===== src/rtl/tile_seq_ctrl_if.sv =====
// Command, operand, tile and result signals of the tile sequencer, bundled as one interface.
// The slave view is the sequencer itself; the master view is the surrounding logic plus the tile.
interface tile_seq_ctrl_if #(
    parameter int A_W     = 8,
    parameter int ACC_W   = 19,
    parameter int SHIFT_W = 5,
    parameter int LEN_W   = 8
);
    logic               cmd_valid;
    logic               cmd_ready;
    logic [LEN_W-1:0]   cmd_len;
    logic [SHIFT_W-1:0] cmd_shift;
    logic [ACC_W-1:0]   cmd_d;

    logic               op_valid;
    logic               op_ready;
    logic [A_W-1:0]     op_a;
    logic [ACC_W-1:0]   op_b;

    logic [A_W-1:0]     tile_in_a;
    logic [ACC_W-1:0]   tile_in_b;
    logic [ACC_W-1:0]   tile_in_d;
    logic               tile_in_prop;
    logic [SHIFT_W-1:0] tile_in_shift;
    logic               tile_in_valid;
    logic [ACC_W-1:0]   tile_out_c;
    logic [ACC_W-1:0]   tile_out_b;
    logic               tile_out_valid;

    logic               res_valid;
    logic [ACC_W-1:0]   res_c;
    logic [ACC_W-1:0]   res_b;
    logic               res_last;
    logic               busy;
    logic               done;

    modport slave (
        input  cmd_valid, cmd_len, cmd_shift, cmd_d,
        input  op_valid, op_a, op_b,
        input  tile_out_c, tile_out_b, tile_out_valid,
        output cmd_ready, op_ready,
        output tile_in_a, tile_in_b, tile_in_d, tile_in_prop, tile_in_shift, tile_in_valid,
        output res_valid, res_c, res_b, res_last, busy, done
    );

    modport master (
        output cmd_valid, cmd_len, cmd_shift, cmd_d,
        output op_valid, op_a, op_b,
        output tile_out_c, tile_out_b, tile_out_valid,
        input  cmd_ready, op_ready,
        input  tile_in_a, tile_in_b, tile_in_d, tile_in_prop, tile_in_shift, tile_in_valid,
        input  res_valid, res_c, res_b, res_last, busy, done
    );
endinterface


===== src/rtl/tile_seq_ctrl.sv =====
// Sequencer for one systolic tile: takes a command, streams K operand beats into the PE with
// propagate/shift/valid control, and counts the returning results into a result stream.
module tile_seq_ctrl #(
    parameter int A_W     = 8,
    parameter int ACC_W   = 19,
    parameter int SHIFT_W = 5,
    parameter int LEN_W   = 8
) (
    input logic           clock,
    input logic           reset_n,
    tile_seq_ctrl_if.slave bus
);
    typedef enum logic [1:0] {S_IDLE, S_STREAM, S_DRAIN} state_t;

    state_t             r_state, w_next;
    logic [LEN_W-1:0]   r_len, r_beat_cnt, r_ret_cnt;
    logic [SHIFT_W-1:0] r_shift;
    logic [ACC_W-1:0]   r_d;
    logic               r_prop, r_zero_done;

    logic [A_W-1:0]     r_in_a;
    logic [ACC_W-1:0]   r_in_b, r_in_d;
    logic [SHIFT_W-1:0] r_in_shift;
    logic               r_in_prop, r_in_valid;

    logic [LEN_W-1:0]   w_last_idx;
    logic               w_cmd_ready, w_op_ready, w_done;
    logic               w_cmd_acc, w_op_acc, w_res_valid;

    assign w_last_idx  = r_len - LEN_W'(1);
    assign w_cmd_acc   = bus.cmd_valid & w_cmd_ready;
    assign w_op_acc    = bus.op_valid & w_op_ready;
    // Results only count while a command is outstanding; extras past K are dropped.
    assign w_res_valid = bus.tile_out_valid & (r_state != S_IDLE) & (r_ret_cnt != r_len);

    // NOTE: every combinational output gets a default first so no path leaves it unassigned (no latch).
    always_comb begin
        w_next      = r_state;
        w_cmd_ready = 1'b0;
        w_op_ready  = 1'b0;
        w_done      = r_zero_done;
        case (r_state)
            S_IDLE: begin
                // Held low during reset and during a zero-length done pulse.
                w_cmd_ready = reset_n & ~r_zero_done;
                if (bus.cmd_valid && w_cmd_ready && bus.cmd_len != '0)
                    w_next = S_STREAM;
            end
            S_STREAM: begin
                w_op_ready = 1'b1;
                if (bus.op_valid && r_beat_cnt == w_last_idx)
                    w_next = S_DRAIN;
            end
            S_DRAIN: begin
                if (r_ret_cnt == r_len) begin
                    w_done = 1'b1;
                    w_next = S_IDLE;
                end
            end
            default: w_next = S_IDLE;
        endcase
    end

    // NOTE: state registers use non-blocking assignments so all flops update from pre-edge values.
    always_ff @(posedge clock or negedge reset_n) begin
        if (!reset_n) r_state <= S_IDLE;
        else          r_state <= w_next;
    end

    always_ff @(posedge clock or negedge reset_n) begin
        if (!reset_n) begin
            r_len       <= '0;
            r_beat_cnt  <= '0;
            r_ret_cnt   <= '0;
            r_shift     <= '0;
            r_d         <= '0;
            r_prop      <= 1'b0;
            r_zero_done <= 1'b0;
            r_in_a      <= '0;
            r_in_b      <= '0;
            r_in_d      <= '0;
            r_in_shift  <= '0;
            r_in_prop   <= 1'b0;
            r_in_valid  <= 1'b0;
        end else begin
            r_zero_done <= w_cmd_acc && (bus.cmd_len == '0);
            if (w_cmd_acc) begin
                r_len      <= bus.cmd_len;
                r_shift    <= bus.cmd_shift;
                r_d        <= bus.cmd_d;
                r_beat_cnt <= '0;
                r_ret_cnt  <= '0;
                // Swap the PE's double-buffered accumulator once per real command.
                if (bus.cmd_len != '0)
                    r_prop <= ~r_prop;
            end
            r_in_valid <= w_op_acc;
            if (w_op_acc) begin
                r_in_a     <= bus.op_a;
                r_in_b     <= bus.op_b;
                r_in_shift <= r_shift;
                r_in_prop  <= r_prop;
                r_in_d     <= (r_beat_cnt == '0) ? r_d : '0;
                r_beat_cnt <= r_beat_cnt + LEN_W'(1);
            end
            if (w_res_valid)
                r_ret_cnt <= r_ret_cnt + LEN_W'(1);
        end
    end

    assign bus.cmd_ready     = w_cmd_ready;
    assign bus.op_ready      = w_op_ready;
    assign bus.tile_in_a     = r_in_a;
    assign bus.tile_in_b     = r_in_b;
    assign bus.tile_in_d     = r_in_d;
    assign bus.tile_in_prop  = r_in_prop;
    assign bus.tile_in_shift = r_in_shift;
    assign bus.tile_in_valid = r_in_valid;
    assign bus.res_valid     = w_res_valid;
    assign bus.res_c         = bus.tile_out_c;
    assign bus.res_b         = bus.tile_out_b;
    assign bus.res_last      = w_res_valid & (r_ret_cnt == w_last_idx);
    assign bus.busy          = (r_state != S_IDLE);
    assign bus.done          = w_done;
endmodule


===== src/flat_wrapper.sv =====
// flat-port wrapper written by rule: the top's interface ports become plain ports
module tile_seq_ctrl_flat 
#(
    parameter int A_W     = 8,
    parameter int ACC_W   = 19,
    parameter int SHIFT_W = 5,
    parameter int LEN_W   = 8
)
  (clock, reset_n, bus_cmd_valid, bus_cmd_len, bus_cmd_shift, bus_cmd_d, bus_op_valid, bus_op_a, bus_op_b, bus_tile_out_c, bus_tile_out_b, bus_tile_out_valid, bus_cmd_ready, bus_op_ready, bus_tile_in_a, bus_tile_in_b, bus_tile_in_d, bus_tile_in_prop, bus_tile_in_shift, bus_tile_in_valid, bus_res_valid, bus_res_c, bus_res_b, bus_res_last, bus_busy, bus_done);
  tile_seq_ctrl_if #(.A_W(A_W), .ACC_W(ACC_W), .SHIFT_W(SHIFT_W), .LEN_W(LEN_W)) bus_i ();
  input logic clock;
  input logic reset_n;
  input wire logic [$bits(bus_i.cmd_valid)-1:0] bus_cmd_valid;
  input wire logic [$bits(bus_i.cmd_len)-1:0] bus_cmd_len;
  input wire logic [$bits(bus_i.cmd_shift)-1:0] bus_cmd_shift;
  input wire logic [$bits(bus_i.cmd_d)-1:0] bus_cmd_d;
  input wire logic [$bits(bus_i.op_valid)-1:0] bus_op_valid;
  input wire logic [$bits(bus_i.op_a)-1:0] bus_op_a;
  input wire logic [$bits(bus_i.op_b)-1:0] bus_op_b;
  input wire logic [$bits(bus_i.tile_out_c)-1:0] bus_tile_out_c;
  input wire logic [$bits(bus_i.tile_out_b)-1:0] bus_tile_out_b;
  input wire logic [$bits(bus_i.tile_out_valid)-1:0] bus_tile_out_valid;
  output wire logic [$bits(bus_i.cmd_ready)-1:0] bus_cmd_ready;
  output wire logic [$bits(bus_i.op_ready)-1:0] bus_op_ready;
  output wire logic [$bits(bus_i.tile_in_a)-1:0] bus_tile_in_a;
  output wire logic [$bits(bus_i.tile_in_b)-1:0] bus_tile_in_b;
  output wire logic [$bits(bus_i.tile_in_d)-1:0] bus_tile_in_d;
  output wire logic [$bits(bus_i.tile_in_prop)-1:0] bus_tile_in_prop;
  output wire logic [$bits(bus_i.tile_in_shift)-1:0] bus_tile_in_shift;
  output wire logic [$bits(bus_i.tile_in_valid)-1:0] bus_tile_in_valid;
  output wire logic [$bits(bus_i.res_valid)-1:0] bus_res_valid;
  output wire logic [$bits(bus_i.res_c)-1:0] bus_res_c;
  output wire logic [$bits(bus_i.res_b)-1:0] bus_res_b;
  output wire logic [$bits(bus_i.res_last)-1:0] bus_res_last;
  output wire logic [$bits(bus_i.busy)-1:0] bus_busy;
  output wire logic [$bits(bus_i.done)-1:0] bus_done;
  assign bus_i.cmd_valid = bus_cmd_valid;
  assign bus_i.cmd_len = bus_cmd_len;
  assign bus_i.cmd_shift = bus_cmd_shift;
  assign bus_i.cmd_d = bus_cmd_d;
  assign bus_i.op_valid = bus_op_valid;
  assign bus_i.op_a = bus_op_a;
  assign bus_i.op_b = bus_op_b;
  assign bus_i.tile_out_c = bus_tile_out_c;
  assign bus_i.tile_out_b = bus_tile_out_b;
  assign bus_i.tile_out_valid = bus_tile_out_valid;
  assign bus_cmd_ready = bus_i.cmd_ready;
  assign bus_op_ready = bus_i.op_ready;
  assign bus_tile_in_a = bus_i.tile_in_a;
  assign bus_tile_in_b = bus_i.tile_in_b;
  assign bus_tile_in_d = bus_i.tile_in_d;
  assign bus_tile_in_prop = bus_i.tile_in_prop;
  assign bus_tile_in_shift = bus_i.tile_in_shift;
  assign bus_tile_in_valid = bus_i.tile_in_valid;
  assign bus_res_valid = bus_i.res_valid;
  assign bus_res_c = bus_i.res_c;
  assign bus_res_b = bus_i.res_b;
  assign bus_res_last = bus_i.res_last;
  assign bus_busy = bus_i.busy;
  assign bus_done = bus_i.done;
  tile_seq_ctrl #(.A_W(A_W), .ACC_W(ACC_W), .SHIFT_W(SHIFT_W), .LEN_W(LEN_W)) u_core (.clock(clock), .reset_n(reset_n), .bus(bus_i));
endmodule

===== config.mk =====
export PLATFORM = sky130hd
export DESIGN_NAME = tile_seq_ctrl_flat
export DESIGN_NICKNAME = d
export VERILOG_FILES = /design/src/rtl/tile_seq_ctrl_if.sv /design/src/rtl/tile_seq_ctrl.sv /design/src/flat_wrapper.sv
export SDC_FILE = /design/constraint.sdc
export NUM_CORES = 1
export LEC_CHECK = 0
export ABC_CLOCK_PERIOD_IN_PS = 2200
export CORE_UTILIZATION = 30
export CTS_BUF_LIST = sky130_fd_sc_hd__clkbuf_16
export DETAILED_ROUTE_END_ITERATION = 16
export GPL_ROUTABILITY_DRIVEN = 0
export GPL_TIMING_DRIVEN = 0
export PLACE_DENSITY = 0.62
export RECOVER_POWER = 100
export SETUP_SLACK_MARGIN = 0.02
export SYNTH_ARGS = -nofsm -noshare
export SYNTH_HDL_FRONTEND = slang
export SYNTH_SLANG_ARGS = --single-unit

===== constraint.sdc =====
create_clock -name clock -period 2.2 [get_ports clock]
set_input_delay 0.44 -clock clock [delete_from_list [all_inputs] [get_ports clock]]
set_output_delay 0.44 -clock clock [all_outputs]
set_load 0.005 [all_outputs]

==> flow_summary_export.csv <==
group,metric,value,unit
status,status,"finished with violations",
status,violations,"negative setup slack",
logic_synthesis,syn_area_per_cell,9.29,um^2
cells_and_area,area.growth.synth_to_final,50.5,%
logic_synthesis,synth_compound_area_share,8.29,%
floorplanning,fp.dieW,130,um
cells_and_area,multiInputGateArea,1930,um^2
timing,fmax,401,MHz
routing,drc,0,
clock_network,cts_root_buf,"clkbuf_16",
routing,drt_iter0_drc,249,
setup_path,path_max_fanout,6,
timing,min_period,2490,ps
logic_synthesis,ys_seq_area_share,53.8,%
logic_synthesis,synth_fp_nets,632,
clock_network,clockBufferDepth,2,
setup_path,reg2reg_to,"u_core.r_d[16]$_DFFE_PN0P_",
flow_run,maxCapViolations,0,
timing,fin_skew,5.64,ps
cells_and_area,fillCellCount,1531,
setup_path,critPathCapture,"bus_res_last",
timing,tightest_slew,1430,ps
clock_network,cts_hold_buf,0,
setup_path,crit_start,"u_core.r_len[4]$_DFFE_PN0P_",
floorplanning,num_io_pins,199,
setup_path,crit_required,1760,ps
logic_synthesis,yosysWarnings,0,
routing,antenna_left,0,
routing,dr.pass1.iters,4,
global_routing,busiest_layer,"met2",
timing,drv_slew,0,
global_routing,grt_pass1_vias,4369,
logic_synthesis,syn_inst,526,
clock_network,cts_sinks,105,
timing,rsz0062_at_grt,"yes",
routing,routed_wl,13700,um
pwr,power,8390,uW
timing,fin_crit_sh,113,%
logic_synthesis,yosys.area.top_type,"dfrtp_1",
placed_design,dp_hpwl,9940,um
logic_synthesis,synth-seq-cells,105,
setup_path,path_cells,"buf_6, nor2_4, nand3_2, xor2_1, or4_1, nor4_2, buf_2",
setup_path,r2r_cells,8,
logic_synthesis,synth.area.mux_share,0.870,%
logic_synthesis,synth_top_family_by_area,"simple AND/OR/NAND/NOR gates",
cells_and_area,seq_area,2630,um^2
setup_path,endpoint_kind,"output port",
floorplanning,start_util,30.8,%
logic_synthesis,synth_simple_gate_area_share,22.7,%
clock_network,clk_latency,350,ps
setup_path,max_stage_delay,480,ps
global_routing,grt_antenna_before_repair,0,
global_routing,grt_max_degree,59,
logic_synthesis,synthTopCellsByArea,"dfrtp_1 (54%), nand2_1 (16%), buf_4 (6.1%)",
setup_path,crit_type,"flop to output port",
global_routing,met1_usage,21.3,%
cells_and_area,drive_gt1_share,16.5,%
clock_network,cts_buffers,9,
pwr,peakVddDrop,0.000444,V
routing,vias_per_cell,4.60,
floorplanning,num_rows,46,
timing,final.setup.worst_slack,-293,ps
clock_network,cts_max_level,3,
pwr,p_leak,0.00362,uW
floorplanning,coreArea,15900,um^2
logic_synthesis,synthArstFlopShare,100,%
placed_design,port-buffer-count,160,
setup_path,worstPathArrival,2050,ps
setup_path,ff2ff_setup_slack,-140,ps
setup_path,r2r-start,"u_core.r_state[0]$_DFFE_PN0P_",
global_routing,grt_util_all_layers,16.6,%
routing,drt-wirelength-per-cell,14.5,um
timing,maxSlewHeadroom,4.34,%
logic_synthesis,ys_types,49,
floorplanning,die_h,130,um
global_routing,grt_pass1_wl,21700,um
routing,route.vias.total,4337,
logic_synthesis,synth_xor_area_share,4.48,%
timing,setup_viol,24,
floorplanning,dieArea,16800,um^2
clock_network,clk_pin_slew_worst_paths,70,ps
cells_and_area,finish.net_count,828,
logic_synthesis,yosys_most_used_dff,"dfrtp_1",
setup_path,slowest_stage,"or4_1",
logic_synthesis,synth_fa_ha_area_share,1.02,%
min_path,hold_class,"primary input to async pin",
timing,hold_slack,18.7,ps
setup_path,setup.worst_path.start_class,"flop",
timing,hold_viol,0,
logic_synthesis,synth_edf_count,0,
clock_network,cts_tree,"built",
pwr,power_density,1140,nW/um^2
logic_synthesis,synth_top_area_share,53.8,%
cells_and_area,antenna_cells,0,
logic_synthesis,synth_area,4890,um^2
global_routing,grtUsageMet3,3.01,%
global_routing,met2_usage,27.7,%
global_routing,grt_overflow_total,0,
==> per-layer routing <==
layer	up-vias	part of all wire, %
li1	2078	-
met1	2066	43
met2	171	49
met3	22	6.0
met4	0	1.9
met5	-	0
==> cell type report <==
cell class | instances | share of cell area (%)
Sequential cell | 105 | 35.8
Buffer | 63 | 5.61
Multi-Input combinational cell | 348 | 26.2
Inverter | 9 | 0.459
Timing Repair Buffer | 186 | 24.3
Clock buffer | 9 | 3.06
Tap cell | 216 | 3.67
Clock inverter | 7 | 0.867
==> synth_stat cells, types with 2 or more instances <==
master,instances
ha_1,4
nor4_1,3
o31ai_1,2
or3_1,3
buf_4,40
inv_1,6
nor2_1,5
o21ai_1,9
clkbuf_1,15
xnor2_1,16
inv_2,3
o21ai_0,2
xor2_1,9
or4_1,3
mux2_1,2
and3_1,4
nand4_1,3
buf_2,7
and2_1,2
a22o_1,21
a41o_1,2
buf_1,2
mux2i_1,2
a21oi_1,4
nand2_1,204
nor3_1,4
o211ai_1,2
dfrtp_1,105
nand3_1,22
==> worst max-delay path: cells and delay by family (launching register included) <==
kind,cells,cell delay (ps)
and+or+nand+nor,4,880
DFF,1,370
xor gates and xnor gates,1,150
buffers and inverters,2,300
==> through the flow <==
stage / utilization [%] / TNS (ps) / cells / cell area [um^2] / worst slack (ps)
after floorplan: - / 0 / 526 / 4900 / 24.4
after global placement: 42.6 / -545010 / 902 / 6770 / -3980
after detailed placement: 42.8 / -13180 / 903 / 6790 / -640
after CTS: 46.1 / -482 / 937 / 7320 / -333
after global routing: 46.3 / -11480 / 943 / 7360 / -404
final: 46.3 / -3230 / 943 / 7360 / -293
==> timing repair <==
item | in CTS | in global routing
gates resized for setup | 33 | 20
setup endpoints to repair | 6 | 44
buffers inserted | 18 | 7
pin swaps | 11 | 9
==> worst min-delay path by stage <==
stage	start	endpoint
6_report	reset_n	u_core.r_len[1]$_DFFE_PN0P_
4_1_cts	reset_n	u_core.r_state[0]$_DFFE_PN0P_
5_1_grt	reset_n	u_core.r_zero_done$_DFF_PN0_
2_1_floorplan	reset_n	u_core.bus.tile_in_a[0]$_DFFE_PN0P_
3_5_place_dp	u_core.r_shift[1]$_DFFE_PN0P_	u_core.bus.tile_in_shift[1]$_DFFE_PN0P_
3_3_place_gp	u_core.r_shift[4]$_DFFE_PN0P_	u_core.bus.tile_in_shift[4]$_DFFE_PN0P_
==> kinds of logic (layout without fill, tap and decap cells) <==
| group | Yosys count | count (layout) |
|---|---|---|
| adders and majority gates | 4 | 4 |
| DFF | 105 | 105 |
| and+or+nand+nor | 262 | 262 |
| muxes | 4 | 4 |
| buffers and inverters | 73 | 274 |
| AOI/OAI and AO/OA | 53 | 53 |
| xor gates and xnor gates | 25 | 25 |
==> flip-flops by register name, summed over array words and instances (netlist names), 2 cells and up <==
register	flops
u_core.bus.tile_in_a	8
u_core.bus.tile_in_b	19
u_core.bus.tile_in_d	19
u_core.bus.tile_in_shift	5
u_core.r_beat_cnt	8
u_core.r_d	19
u_core.r_len	8
u_core.r_ret_cnt	8
u_core.r_shift	5
u_core.r_state	2
==> power breakdown <==
part / internal [uW] / leakage [uW] / switching (uW) / total (uW)
Combinational: 1970 / 0.00213 / 1620 / 3590
Sequential: 2670 / 0.00133 / 544 / 3220
Clock: 872 / 0.000148 / 713 / 1580
Total: 5520 / 0.00362 / 2870 / 8390
==> placed cells by master, fill, tap and decap left out, types with 2 or more instances in the layout <==
| cell type | netlist | final |
|---|---|---|
| a41o_1 | 2 | 2 |
| nor3_1 | 4 | 4 |
| clkbuf_16 | 0 | 9 |
| inv_2 | 3 | 3 |
| nand3_1 | 22 | 21 |
| or4_1 | 3 | 2 |
| o21ai_1 | 9 | 10 |
| o31ai_1 | 2 | 2 |
| and3_1 | 4 | 4 |
| dfrtp_2 | 0 | 3 |
| clkbuf_1 | 15 | 13 |
| nand4_1 | 3 | 3 |
| nor4_2 | 1 | 2 |
| buf_6 | 0 | 7 |
| clkdlybuf4s50_1 | 0 | 62 |
| ha_1 | 4 | 3 |
| o211ai_1 | 2 | 2 |
| buf_2 | 7 | 5 |
| nor4_1 | 3 | 2 |
| clkbuf_4 | 0 | 2 |
| xnor2_2 | 0 | 6 |
| mux2i_1 | 2 | 2 |
| buf_4 | 40 | 58 |
| clkinv_2 | 0 | 2 |
| nand2_1 | 204 | 204 |
| inv_1 | 6 | 8 |
| a22o_1 | 21 | 21 |
| or3_1 | 3 | 3 |
| mux2_1 | 2 | 2 |
| a21oi_1 | 4 | 4 |
| dlygate4sd3_1 | 0 | 93 |
| nor2_1 | 5 | 4 |
| nor2_4 | 0 | 2 |
| dfrtp_1 | 105 | 102 |
| clkbuf_2 | 0 | 8 |
| xor2_1 | 9 | 9 |
| xnor2_1 | 16 | 9 |
No activity file was read; power rests on OpenSTA's default activity.
